File: config.mk
export PLATFORM = sky130hd
export DESIGN_NAME = my_soc
export DESIGN_NICKNAME = d
export VERILOG_FILES = /design/src/rtl/my_soc_pkg.sv /design/src/rtl/my_soc_uart.sv /design/src/rtl/my_soc.sv
export SDC_FILE = /design/constraint.sdc
export NUM_CORES = 1
export LEC_CHECK = 0
export ABC_AREA = 1
export BUFFER_PORTS_ARGS = -buffer_cell sky130_fd_sc_hd__buf_2
export CAP_MARGIN = 20
export CORE_MARGIN = 2
export CORE_UTILIZATION = 40
export CTS_CLUSTER_DIAMETER = 100
export DETAILED_ROUTE_END_ITERATION = 7
export SYNTH_ARGS = -nofsm -noshare
export SYNTH_HDL_FRONTEND = slang
export SYNTH_SLANG_ARGS = --single-unit
File: constraint.sdc
create_clock -name clk -period 1.7 [get_ports clk]
set_input_delay 0.34 -clock clk [delete_from_list [all_inputs] [get_ports clk]]
set_output_delay 0.34 -clock clk [all_outputs]
set_load 0.01 [all_outputs]
File: src/rtl/my_soc_pkg.sv
// my_soc_pkg: shared types and constants for the my_soc debug SoC.
//   - tap_state_e  : IEEE 1149.1 TAP controller states
//   - IR_*         : JTAG instruction opcodes
//   - uart_state_e : UART TX/RX frame states
//   - tap_next()   : TAP next-state function (TMS-driven)
package my_soc_pkg;

    typedef enum logic [3:0] {
        TapReset,
        TapIdle,
        TapSelectDr,
        TapCaptureDr,
        TapShiftDr,
        TapExit1Dr,
        TapPauseDr,
        TapExit2Dr,
        TapUpdateDr,
        TapSelectIr,
        TapCaptureIr,
        TapShiftIr,
        TapExit1Ir,
        TapPauseIr,
        TapExit2Ir,
        TapUpdateIr
    } tap_state_e;

    localparam logic [3:0] IR_IDCODE = 4'b0001;
    localparam logic [3:0] IR_UART   = 4'b0010;
    localparam logic [3:0] IR_BYPASS = 4'b1111;

    typedef enum logic [1:0] {
        UartIdle,
        UartStart,
        UartData,
        UartStop
    } uart_state_e;

    function automatic tap_state_e tap_next(input tap_state_e s, input logic tms);
        tap_state_e nxt;
        nxt = TapReset;
        unique case (s)
            TapReset:     nxt = tms ? TapReset    : TapIdle;
            TapIdle:      nxt = tms ? TapSelectDr : TapIdle;
            TapSelectDr:  nxt = tms ? TapSelectIr : TapCaptureDr;
            TapCaptureDr: nxt = tms ? TapExit1Dr  : TapShiftDr;
            TapShiftDr:   nxt = tms ? TapExit1Dr  : TapShiftDr;
            TapExit1Dr:   nxt = tms ? TapUpdateDr : TapPauseDr;
            TapPauseDr:   nxt = tms ? TapExit2Dr  : TapPauseDr;
            TapExit2Dr:   nxt = tms ? TapUpdateDr : TapShiftDr;
            TapUpdateDr:  nxt = tms ? TapSelectDr : TapIdle;
            TapSelectIr:  nxt = tms ? TapReset    : TapCaptureIr;
            TapCaptureIr: nxt = tms ? TapExit1Ir  : TapShiftIr;
            TapShiftIr:   nxt = tms ? TapExit1Ir  : TapShiftIr;
            TapExit1Ir:   nxt = tms ? TapUpdateIr : TapPauseIr;
            TapPauseIr:   nxt = tms ? TapExit2Ir  : TapPauseIr;
            TapExit2Ir:   nxt = tms ? TapUpdateIr : TapShiftIr;
            TapUpdateIr:  nxt = tms ? TapSelectDr : TapIdle;
        endcase
        return nxt;
    endfunction

endpackage

File: src/rtl/my_soc_uart.sv
// my_soc_uart: 8N1 UART transmitter and receiver with per-bit baud counters.
// Ports:
//   clk, reset_n        - system clock, synchronous active-high reset
//   tx_start, tx_data   - one-cycle request to send tx_data (ignored while busy)
//   tx_busy             - high from the request until the stop bit completes
//   tx                  - registered serial output, idle high
//   rx                  - already-synchronized serial input
//   rx_clear            - clears rx_valid (a completing byte wins)
//   rx_byte, rx_valid   - last good byte and its unread flag
module my_soc_uart
    import my_soc_pkg::*;
#(
    parameter int unsigned CLKS_PER_BIT = 868
) (
    input  logic       clk,
    input  logic       reset_n,
    input  logic       tx_start,
    input  logic [7:0] tx_data,
    output logic       tx_busy,
    output logic       tx,
    input  logic       rx,
    input  logic       rx_clear,
    output logic [7:0] rx_byte,
    output logic       rx_valid
);

    localparam int unsigned CW = $clog2(CLKS_PER_BIT);
    localparam logic [CW-1:0] BIT_END  = CW'(CLKS_PER_BIT - 1);
    localparam logic [CW-1:0] HALF_END = CW'(CLKS_PER_BIT / 2 - 1);

    uart_state_e   tx_state_q;
    logic [CW-1:0] tx_cnt_q;
    logic [2:0]    tx_idx_q;
    logic [7:0]    tx_shift_q;

    uart_state_e   rx_state_q;
    logic [CW-1:0] rx_cnt_q;
    logic [2:0]    rx_idx_q;
    logic [7:0]    rx_shift_q;
    logic          rx_prev_q;

    assign tx_busy = (tx_state_q != UartIdle);

    always_ff @(posedge clk) begin
        if (reset_n) begin
            tx_state_q <= UartIdle;
            tx_cnt_q   <= '0;
            tx_idx_q   <= '0;
            tx_shift_q <= '0;
            tx         <= 1'b1;
        end else begin
            unique case (tx_state_q)
                UartIdle: begin
                    if (tx_start) begin
                        tx_state_q <= UartStart;
                        tx_shift_q <= tx_data;
                        tx_cnt_q   <= '0;
                        tx         <= 1'b0;
                    end
                end
                UartStart: begin
                    if (tx_cnt_q == BIT_END) begin
                        tx_cnt_q   <= '0;
                        tx_idx_q   <= '0;
                        tx_state_q <= UartData;
                        tx         <= tx_shift_q[0];
                        tx_shift_q <= {1'b0, tx_shift_q[7:1]};
                    end else begin
                        tx_cnt_q <= tx_cnt_q + 1'b1;
                    end
                end
                UartData: begin
                    if (tx_cnt_q == BIT_END) begin
                        tx_cnt_q <= '0;
                        if (tx_idx_q == 3'd7) begin
                            tx_state_q <= UartStop;
                            tx         <= 1'b1;
                        end else begin
                            tx_idx_q   <= tx_idx_q + 1'b1;
                            tx         <= tx_shift_q[0];
                            tx_shift_q <= {1'b0, tx_shift_q[7:1]};
                        end
                    end else begin
                        tx_cnt_q <= tx_cnt_q + 1'b1;
                    end
                end
                UartStop: begin
                    if (tx_cnt_q == BIT_END) begin
                        tx_cnt_q   <= '0;
                        tx_state_q <= UartIdle;
                    end else begin
                        tx_cnt_q <= tx_cnt_q + 1'b1;
                    end
                end
                default: tx_state_q <= UartIdle;
            endcase
        end
    end

    always_ff @(posedge clk) begin
        if (reset_n) begin
            rx_state_q <= UartIdle;
            rx_cnt_q   <= '0;
            rx_idx_q   <= '0;
            rx_shift_q <= '0;
            rx_prev_q  <= 1'b1;
            rx_byte    <= '0;
            rx_valid   <= 1'b0;
        end else begin
            rx_prev_q <= rx;
            // Placed before the FSM so a byte completing this cycle re-sets it.
            if (rx_clear) begin
                rx_valid <= 1'b0;
            end
            unique case (rx_state_q)
                UartIdle: begin
                    if (rx_prev_q && !rx) begin
                        rx_state_q <= UartStart;
                        rx_cnt_q   <= '0;
                    end
                end
                UartStart: begin
                    // Mid-start re-check rejects glitches shorter than half a bit.
                    if (rx_cnt_q == HALF_END) begin
                        rx_cnt_q   <= '0;
                        rx_idx_q   <= '0;
                        rx_state_q <= rx ? UartIdle : UartData;
                    end else begin
                        rx_cnt_q <= rx_cnt_q + 1'b1;
                    end
                end
                UartData: begin
                    if (rx_cnt_q == BIT_END) begin
                        rx_cnt_q   <= '0;
                        rx_shift_q <= {rx, rx_shift_q[7:1]};
                        if (rx_idx_q == 3'd7) begin
                            rx_state_q <= UartStop;
                        end else begin
                            rx_idx_q <= rx_idx_q + 1'b1;
                        end
                    end else begin
                        rx_cnt_q <= rx_cnt_q + 1'b1;
                    end
                end
                UartStop: begin
                    if (rx_cnt_q == BIT_END) begin
                        rx_cnt_q   <= '0;
                        rx_state_q <= UartIdle;
                        // A low stop bit is a framing error: drop the byte.
                        if (rx) begin
                            rx_byte  <= rx_shift_q;
                            rx_valid <= 1'b1;
                        end
                    end else begin
                        rx_cnt_q <= rx_cnt_q + 1'b1;
                    end
                end
                default: rx_state_q <= UartIdle;
            endcase
        end
    end

endmodule

File: src/rtl/my_soc.sv
// my_soc: chip top. An oversampled JTAG TAP gives a host access to an 8N1 UART.
// Ports:
//   clk      - system clock (only clock)
//   reset_n  - synchronous, active-high reset (1 = reset)
//   uart_tx  - UART transmit, idle high
//   uart_rx  - UART receive, asynchronous
//   TCK, TMS, TDI - JTAG inputs, sampled as data by clk
//   TDO      - JTAG data out, changes after a detected TCK fall
// Build option: MY_SOC_LOOPBACK_EN feeds the receiver from the transmitter and
// ignores the uart_rx pin.
module my_soc
    import my_soc_pkg::*;
#(
    parameter int unsigned CLKS_PER_BIT = 868,
    parameter logic [31:0] IDCODE       = 32'h1000_0001
) (
    input  logic clk,
    input  logic reset_n,
    output logic uart_tx,
    input  logic uart_rx,
    input  logic TCK,
    input  logic TMS,
    input  logic TDI,
    output logic TDO
);

    logic       rx_pin;
    logic [1:0] tck_sync_q, tms_sync_q, tdi_sync_q, rx_sync_q;
    logic       tck_prev_q;
    logic       tck_rise, tck_fall, tms_s, tdi_s;

    tap_state_e tap_state_q, tap_next_state;
    logic [3:0]  ir_q, ir_sr_q;
    logic [31:0] dr_q, dr_capture, dr_shifted;
    logic        tdo_q;

    logic       tx_start, tx_busy, rx_clear, rx_valid;
    logic [7:0] rx_byte;

`ifdef MY_SOC_LOOPBACK_EN
    assign rx_pin = uart_tx;
`else
    assign rx_pin = uart_rx;
`endif

    always_ff @(posedge clk) begin
        if (reset_n) begin
            tck_sync_q <= '0;
            tms_sync_q <= '0;
            tdi_sync_q <= '0;
            rx_sync_q  <= 2'b11;
            tck_prev_q <= 1'b0;
        end else begin
            tck_sync_q <= {tck_sync_q[0], TCK};
            tms_sync_q <= {tms_sync_q[0], TMS};
            tdi_sync_q <= {tdi_sync_q[0], TDI};
            rx_sync_q  <= {rx_sync_q[0], rx_pin};
            tck_prev_q <= tck_sync_q[1];
        end
    end

    assign tck_rise = tck_sync_q[1] & ~tck_prev_q;
    assign tck_fall = ~tck_sync_q[1] & tck_prev_q;
    assign tms_s    = tms_sync_q[1];
    assign tdi_s    = tdi_sync_q[1];

    assign tap_next_state = tap_next(tap_state_q, tms_s);

    // DR length follows the current instruction: 32 (IDCODE), 9 (UART), 1 (BYPASS).
    always_comb begin
        dr_capture = '0;
        dr_shifted = {31'b0, tdi_s};
        case (ir_q)
            IR_IDCODE: begin
                dr_capture = IDCODE;
                dr_shifted = {tdi_s, dr_q[31:1]};
            end
            IR_UART: begin
                dr_capture = {23'b0, rx_valid, rx_byte};
                dr_shifted = {23'b0, tdi_s, dr_q[8:1]};
            end
            default: ;
        endcase
    end

    assign rx_clear = tck_rise && (tap_state_q == TapCaptureDr) && (ir_q == IR_UART);
    assign tx_start = tck_rise && (tap_state_q == TapUpdateDr) && (ir_q == IR_UART)
                      && dr_q[8] && !tx_busy;

    always_ff @(posedge clk) begin
        if (reset_n) begin
            tap_state_q <= TapReset;
            ir_q        <= IR_IDCODE;
            ir_sr_q     <= '0;
            dr_q        <= '0;
            tdo_q       <= 1'b0;
        end else begin
            if (tck_rise) begin
                tap_state_q <= tap_next_state;
                case (tap_state_q)
                    TapCaptureIr: ir_sr_q <= 4'b0001;
                    TapShiftIr:   ir_sr_q <= {tdi_s, ir_sr_q[3:1]};
                    TapUpdateIr:  ir_q    <= ir_sr_q;
                    TapCaptureDr: dr_q    <= dr_capture;
                    TapShiftDr:   dr_q    <= dr_shifted;
                    default: ;
                endcase
                if (tap_next_state == TapReset) begin
                    ir_q <= IR_IDCODE;
                end
            end
            if (tck_fall) begin
                if (tap_state_q == TapShiftDr) begin
                    tdo_q <= dr_q[0];
                end else if (tap_state_q == TapShiftIr) begin
                    tdo_q <= ir_sr_q[0];
                end else begin
                    tdo_q <= 1'b0;
                end
            end
        end
    end

    assign TDO = tdo_q;

    my_soc_uart #(
        .CLKS_PER_BIT(CLKS_PER_BIT)
    ) u_uart (
        .clk      (clk),
        .reset_n  (reset_n),
        .tx_start (tx_start),
        .tx_data  (dr_q[7:0]),
        .tx_busy  (tx_busy),
        .tx       (uart_tx),
        .rx       (rx_sync_q[1]),
        .rx_clear (rx_clear),
        .rx_byte  (rx_byte),
        .rx_valid (rx_valid)
    );

endmodule

Yosys cells after proc, flatten, opt, wreduce, memory -nomap -nowiden
Cells that the tools add are included.

Flip-flop bits (word level): 111. Output and inout bits: 2. Word-level logic and storage cells: 169.

$add $sub $neg: 4. Equal/unequal tests: 40. Muxes and demuxes: 63. Bitwise gates (word level): 4. Reduce and logical (&&, ||, !) cells: 36.

Operators with widths (count): one-hot mux 32 bit (2 select lines) (2); one-hot mux 29 bit (2 select lines) (1); 2-to-1 mux 10 bit (5); one-hot mux 4 bit (12 select lines) (1); equality test 4 bit (second input constant) (8); 2-to-1 mux 8 bit (4); one-hot mux 10 bit (3 select lines) (1); 2-to-1 mux 2 bit (14); 2-to-1 mux 3 bit (8); 2-to-1 mux 4 bit (6); one-hot mux 8 bit (3 select lines) (1); adder 10 x 1 -> 10 bit (second input constant) (2); equality test 10 bit (second input constant) (2); one-hot mux 10 bit (2 select lines) (1); inequality test 2 x 1 -> 1 bit (second input constant) (9); equality test 4 x 3 -> 1 bit (second input constant) (4); one-hot mux 2 bit (4 select lines) (2); AND reduction 5 bit (3); 2-to-1 mux 1 bit (13); equality test 4 x 2 -> 1 bit (second input constant) (3); one-hot mux 3 bit (2 select lines) (2); AND reduction 4 bit (3); nonzero test 2 bit (6); equality test 10 x 9 -> 1 bit (second input constant) (1); 19 further kinds (45).

Longest topological paths before layout
Depth after elaboration: 8. Gate-level depth with buffers: 14. Gate-level depth less buffers: 13.

Hierarchy
Synthesis repeated with hierarchy kept, for this count alone.

Cells, all modules: 735. Area, all modules: 5248.8 sq um.

Modules (own cells, without submodules): my_soc_uart (instances 1, cells an instance 397, area an instance 2834.0 sq um, sequential area each 1141.1 sq um); my_soc (instances 1, cells an instance 338, area an instance 2414.8 sq um, sequential area each 1081.0 sq um).

Worst setup path before layout
No wires, ideal clock.

Kind: register -> register. From: register u_uart.tx_state_q[0]. To: register u_uart.tx_idx_q[1]. Data arrival time: 1.666 ns. Slack: -0.037 ns. Stages on the path, launching flop included: 8. Path buffers: 1. Period minus slack after synthesis: 1.737 ns. Path through: dfxtp_1 inv_1 ha_1 clkbuf_1 inv_1 nor3_1 nand2_1 a21oi_1.

Cells in the longest elaborated chain, start to end: 3. Elaborated cells between the ends (all ways): 8. Classes of those cells: eq/ne (5); mux (1); reduce/logical (2).

RTL lines: start: declaration (RTL line my_soc_uart.sv:31) `uart_state_e tx_state_q;`; start signal: assignment (RTL line my_soc_uart.sv:46) `tx_state_q <= UartIdle;`; start signal: assignment (RTL line my_soc_uart.sv:55) `tx_state_q <= UartStart;`; start signal: assignment (RTL line my_soc_uart.sv:65) `tx_state_q <= UartData;`; equality test 2 bit or equality test 2 x 1 -> 1 bit (tied branches) (RTL line my_soc_uart.sv:52) `unique case (tx_state_q)`; inequality test 2 x 1 -> 1 bit (no line), or another cell as far along; AND reduction 4 bit (no line); end signal: assignment (RTL line my_soc_uart.sv:79) `tx_idx_q <= tx_idx_q + 1'b1;`; end: declaration (RTL line my_soc_uart.sv:33) `logic [2:0] tx_idx_q;`.

Parallel ways exist; a longest one is shown, timed or not. A chain may end at the register's enable or synchronous reset.

Final worst setup path
From: register u_uart.tx_state_q[1]. To: register u_uart.tx_shift_q[3].

Cells in the longest elaborated chain, start to end: 5. Elaborated cells between the ends (all ways): 13. Classes of those cells: eq/ne (6); mux (1); reduce/logical (6).

RTL lines: nonzero test 2 bit (RTL line my_soc_uart.sv:42) `assign tx_busy = (tx_state_q != UartIdle);`; logical NOT 1 bit (RTL line my_soc.sv:88) `&& dr_q[8] && !tx_busy;`; logical AND 1 bit (RTL line my_soc.sv:88); inequality test 2 bit (no line); AND reduction 5 bit (no line); end signal: assignment (RTL line my_soc_uart.sv:56) `tx_shift_q <= tx_data;`; end signal: assignment (RTL line my_soc_uart.sv:67) `tx_shift_q <= {1'b0, tx_shift_q[7:1]};`; end signal: assignment (RTL line my_soc_uart.sv:81) `tx_shift_q <= {1'b0, tx_shift_q[7:1]};`; end: declaration (RTL line my_soc_uart.sv:34) `logic [7:0] tx_shift_q;`.

Parallel ways exist; a longest one is shown, timed or not.

==> impl_metrics.py <==
metrics = {
    "critical_path": {
        "critical_path_required_ps": 1990,
        "path_class": "reg -> reg",
        "cp-end-kind": "flop",
        "r2r_start": "u_uart.tx_state_q[1]$_SDFFE_PP0P_",
        "cp-start-kind": "flop",
        "worstRegToRegCells": 12,
        "critPathMaxFanout": 7,
        "regToRegEndpoint": "u_uart.tx_shift_q[3]$_SDFFE_PP0P_",
        "cp.arrival_ps": 1910,
        "r2r_slack_ps": 80,
    },
    "routing": {
        "vias": 4623,
        "dr.pass1.iters": 5,
        "drc": 0,
        "wl_per_cell_um": 12.22,
        "drt-total-wl_um": 11450,
        "ant_nets": 0,
        "dr.first_iter.drc_count": 238,
        "viasPerCell": 4.934,
    },
    "clocking": {
        "cts_root_buf": "clkbuf_16",
        "clk_latency_ps": 350,
        "h-tree-depth": 3,
        "cts_hold_buf": 0,
        "numCtsBuffers": 9,
        "cts_tree": "yes",
        "cts.clk_slew.worst_paths_ps": 70,
        "cts_sinks": 111,
        "ctsLongestPathBuffers": 2,
    },
    "min_path": {
        "worstHoldEndpoint": "rx_sync_q[0]$_SDFF_PP1_",
        "hp-start": "uart_rx",
        "min_path_type": "in -> reg",
        "whs_path_depth": 2,
    },
    "timing": {
        "fin_skew_ps": 7.539,
        "worst_pin_slew_ps": 392.8,
        "whs_ps": 171.0,
        "clock.fmax_mhz": 617.1,
        "maxSlewViolCount": 0,
        "finalHoldViolCount": 0,
        "post-route-period-util": 0.9532,
        "fin_crit_ps": 1621,
        "setup_viol": 0,
        "max-slew-margin-rel": 0.7381,
        "setup_tns_ps": 0,
        "rsz0062_at_grt": "yes",
    },
    "logic_synthesis": {
        "synth-simple-area-share": 0.2476,
        "synth_edf_count": 0,
        "synth_area_um2": 5200,
        "synth-main-ff-cell": "dfxtp_1",
        "synthArstFlopShare": 0,
        "synth_xor_area_frac": 0,
        "syn_nets": 738,
        "synth-seq-cells": 111,
        "synth.mux.area_fraction": 0.01347,
        "synthAdderAreaFrac": 0.02887,
        "synth_compound_gate_area_share": 0.1910,
        "ys_warn_count": 0,
        "synth_cells": 720,
        "synth.distinct_cells": 43,
        "ys_seq_area_frac": 0.4273,
        "synth_top_family_by_area": "simple AND/OR/NAND/NOR gates",
        "avgSynthCellArea_um2": 7.222,
    },
    "global_route": {
        "grt_remaining_overflow": 0,
        "grt_util_all_layers": 0.1653,
        "grt_pass1_vias": 4285,
        "grt_max_degree": 72,
        "antenna_found_initial": 0,
        "grt_pass1_wl_um": 19290,
    },
    "floorplan": {
        "dieHeight_um": 118.0,
        "dieArea_um2": 13930,
        "dieWidth_um": 118.0,
        "boundaryPins": 8,
        "core_um2": 12670,
        "row_count": 41,
        "initial_core_util": 0.4104,
    },
    "layout": {
        "area_growth_pct": 19.80,
        "final_common_cell": "nand2_1",
        "multi_input_area_um2": 2645,
        "layout.cells.non_filler": 937,
        "n_antenna_cell": 0,
        "final_cell_mix": "nand2_1, dfxtp_1, nor2_1",
        "layout.nets": 779,
        "drive_gt1_frac": 0.1922,
        "fillers": 1268,
        "stdcell_area_um2": 6230,
        "regArea_um2": 2242,
        "fin_util": 0.4917,
    },
    "power": {
        "peakVddDrop_uv": 533.5,
        "power_leakage_uw": 0.002647,
        "switching_share": 0.3094,
        "seq_power_share": 0.408,
        "power.share.combinational": 0.269,
        "switching_power_uw": 2183,
        "p_int_uw": 4872,
        "powerDensity_nw_per_um2": 1132,
        "p_clk_frac": 0.324,
    },
    "placement": {
        "port_buffers": 7,
        "place_area_um2": 5655,
        "dp_hpwl_um": 7798,
        "place.gp.congestion": 0.8613,
        "dp_cells": 915,
    },
    "job": {
        "drv_cap": 0,
    },
    "run_status": {
        "status": "complete, no violations",
    },
}
==> cells in the mapped netlist (all sizes together), types with 2 or more instances <==
| library cell | n | area share |
|---|---|---|
| o211ai | 5 | 0.0072 |
| or2 | 4 | 0.0048 |
| nand4 | 8 | 0.0096 |
| clkbuf | 12 | 0.0089 |
| a21oi | 65 | 0.065 |
| nand3 | 40 | 0.041 |
| o21ai | 76 | 0.073 |
| mux2i | 7 | 0.013 |
| dfxtp | 111 | 0.43 |
| nor2 | 103 | 0.083 |
| a31oi | 13 | 0.019 |
| buf | 12 | 0.012 |
| a211oi | 7 | 0.010 |
| inv | 96 | 0.070 |
| o31ai | 2 | 0.0029 |
| ha | 12 | 0.029 |
| o211a | 2 | 0.0039 |
| nor3 | 9 | 0.011 |
| nand2 | 126 | 0.096 |
==> worst max-delay path, stage by stage (launching register included) <==
cell	delay (ps)
dfxtp_2	360
inv_2	50
ha_1	180
or2_4	250
nand2_2	80
inv_2	50
nor2_4	90
nand2_4	90
nor2_8	150
inv_4	70
nand2_1	70
inv_1	50
nor2_2	70
==> power by group through the flow <==
stage	Sequential, uW	Combinational, uW	Clock (uW)
floorplan	2900	1200	0
global placement	2910	1600	0
detailed placement	2920	1670	0
CTS	2870	1760	2350
global route	2900	2120	2450
finish	2880	1890	2280
==> worst max path at each step <==
stage / end / cells after the start / from
3_3_place_gp: u_uart.tx_shift_q[7]$_SDFFE_PP0P_ / 11 / u_uart.tx_state_q[0]$_SDFFE_PP0P_
5_1_grt: ir_q[3]$_SDFFE_PP0P_ / 13 / tap_state_q[2]$_SDFFE_PP0P_
6_report: u_uart.tx_shift_q[3]$_SDFFE_PP0P_ / 12 / u_uart.tx_state_q[1]$_SDFFE_PP0P_
3_5_place_dp: u_uart.tx_idx_q[2]$_SDFFE_PP0P_ / 9 / u_uart.tx_state_q[0]$_SDFFE_PP0P_
4_1_cts: ir_q[2]$_SDFFE_PP0P_ / 14 / tap_state_q[2]$_SDFFE_PP0P_
2_1_floorplan: u_uart.tx_shift_q[7]$_SDFFE_PP0P_ / 11 / u_uart.tx_state_q[0]$_SDFFE_PP0P_
==> timing repair <==
| action | in CTS | in global routing |
|---|---|---|
| cloned | 1 | 0 |
| gates resized for setup | 11 | 59 |
| setup endpoints to repair | 17 | 60 |
| buffers inserted | 0 | 6 |
| pin swaps | 3 | 26 |
==> sequential cells by signal (all words and copies together) (netlist names), 3 cells and up, named ones only <==
register           count
u_uart.rx_shift_q      8
tap_state_q            4
dr_q                  32
ir_q                   4
u_uart.tx_idx_q        3
u_uart.rx_byte         8
u_uart.rx_cnt_q       10
u_uart.rx_idx_q        3
u_uart.tx_shift_q      8
u_uart.tx_cnt_q       10
ir_sr_q                4
==> area by class of cell <==
type,instances,area share
Clock inverter,4,0.01225
Sequential cell,111,0.3599
Tap cell,172,0.03455
Multi-Input combinational cell,489,0.4246
Inverter,97,0.05965
Timing Repair Buffer,53,0.06849
Clock buffer,11,0.04057
==> per-layer routing <==
| metal | part of all wire | global-route usage | vias to the layer above |
|---|---|---|---|
| li1 | - | - | 2457 |
| met1 | 0.48 | 0.2140 | 2094 |
| met2 | 0.48 | 0.2682 | 53 |
| met3 | 0.023 | 0.02762 | 19 |
| met4 | 0.020 | 0.07831 | 0 |
| met5 | 0 | 0 | - |
==> cell families after synthesis <==
kind of cell,Yosys count
AO/OA/AOI/OAI,177
buffers and inverters,121
adder cells (fa/ha/maj),12
multiplexers,7
AND/OR/NAND/NOR,292
flip-flops,111
==> stage by stage <==
stage,worst slack [ps],power (uW)
after detailed placement,-113.3,4595
final,79.50,7055
after global routing,-58.77,7476
after CTS,3.065,6987
after global placement,-5.971,4513
after floorplan,1.663,4104
(Power assumes the default switching activity.)
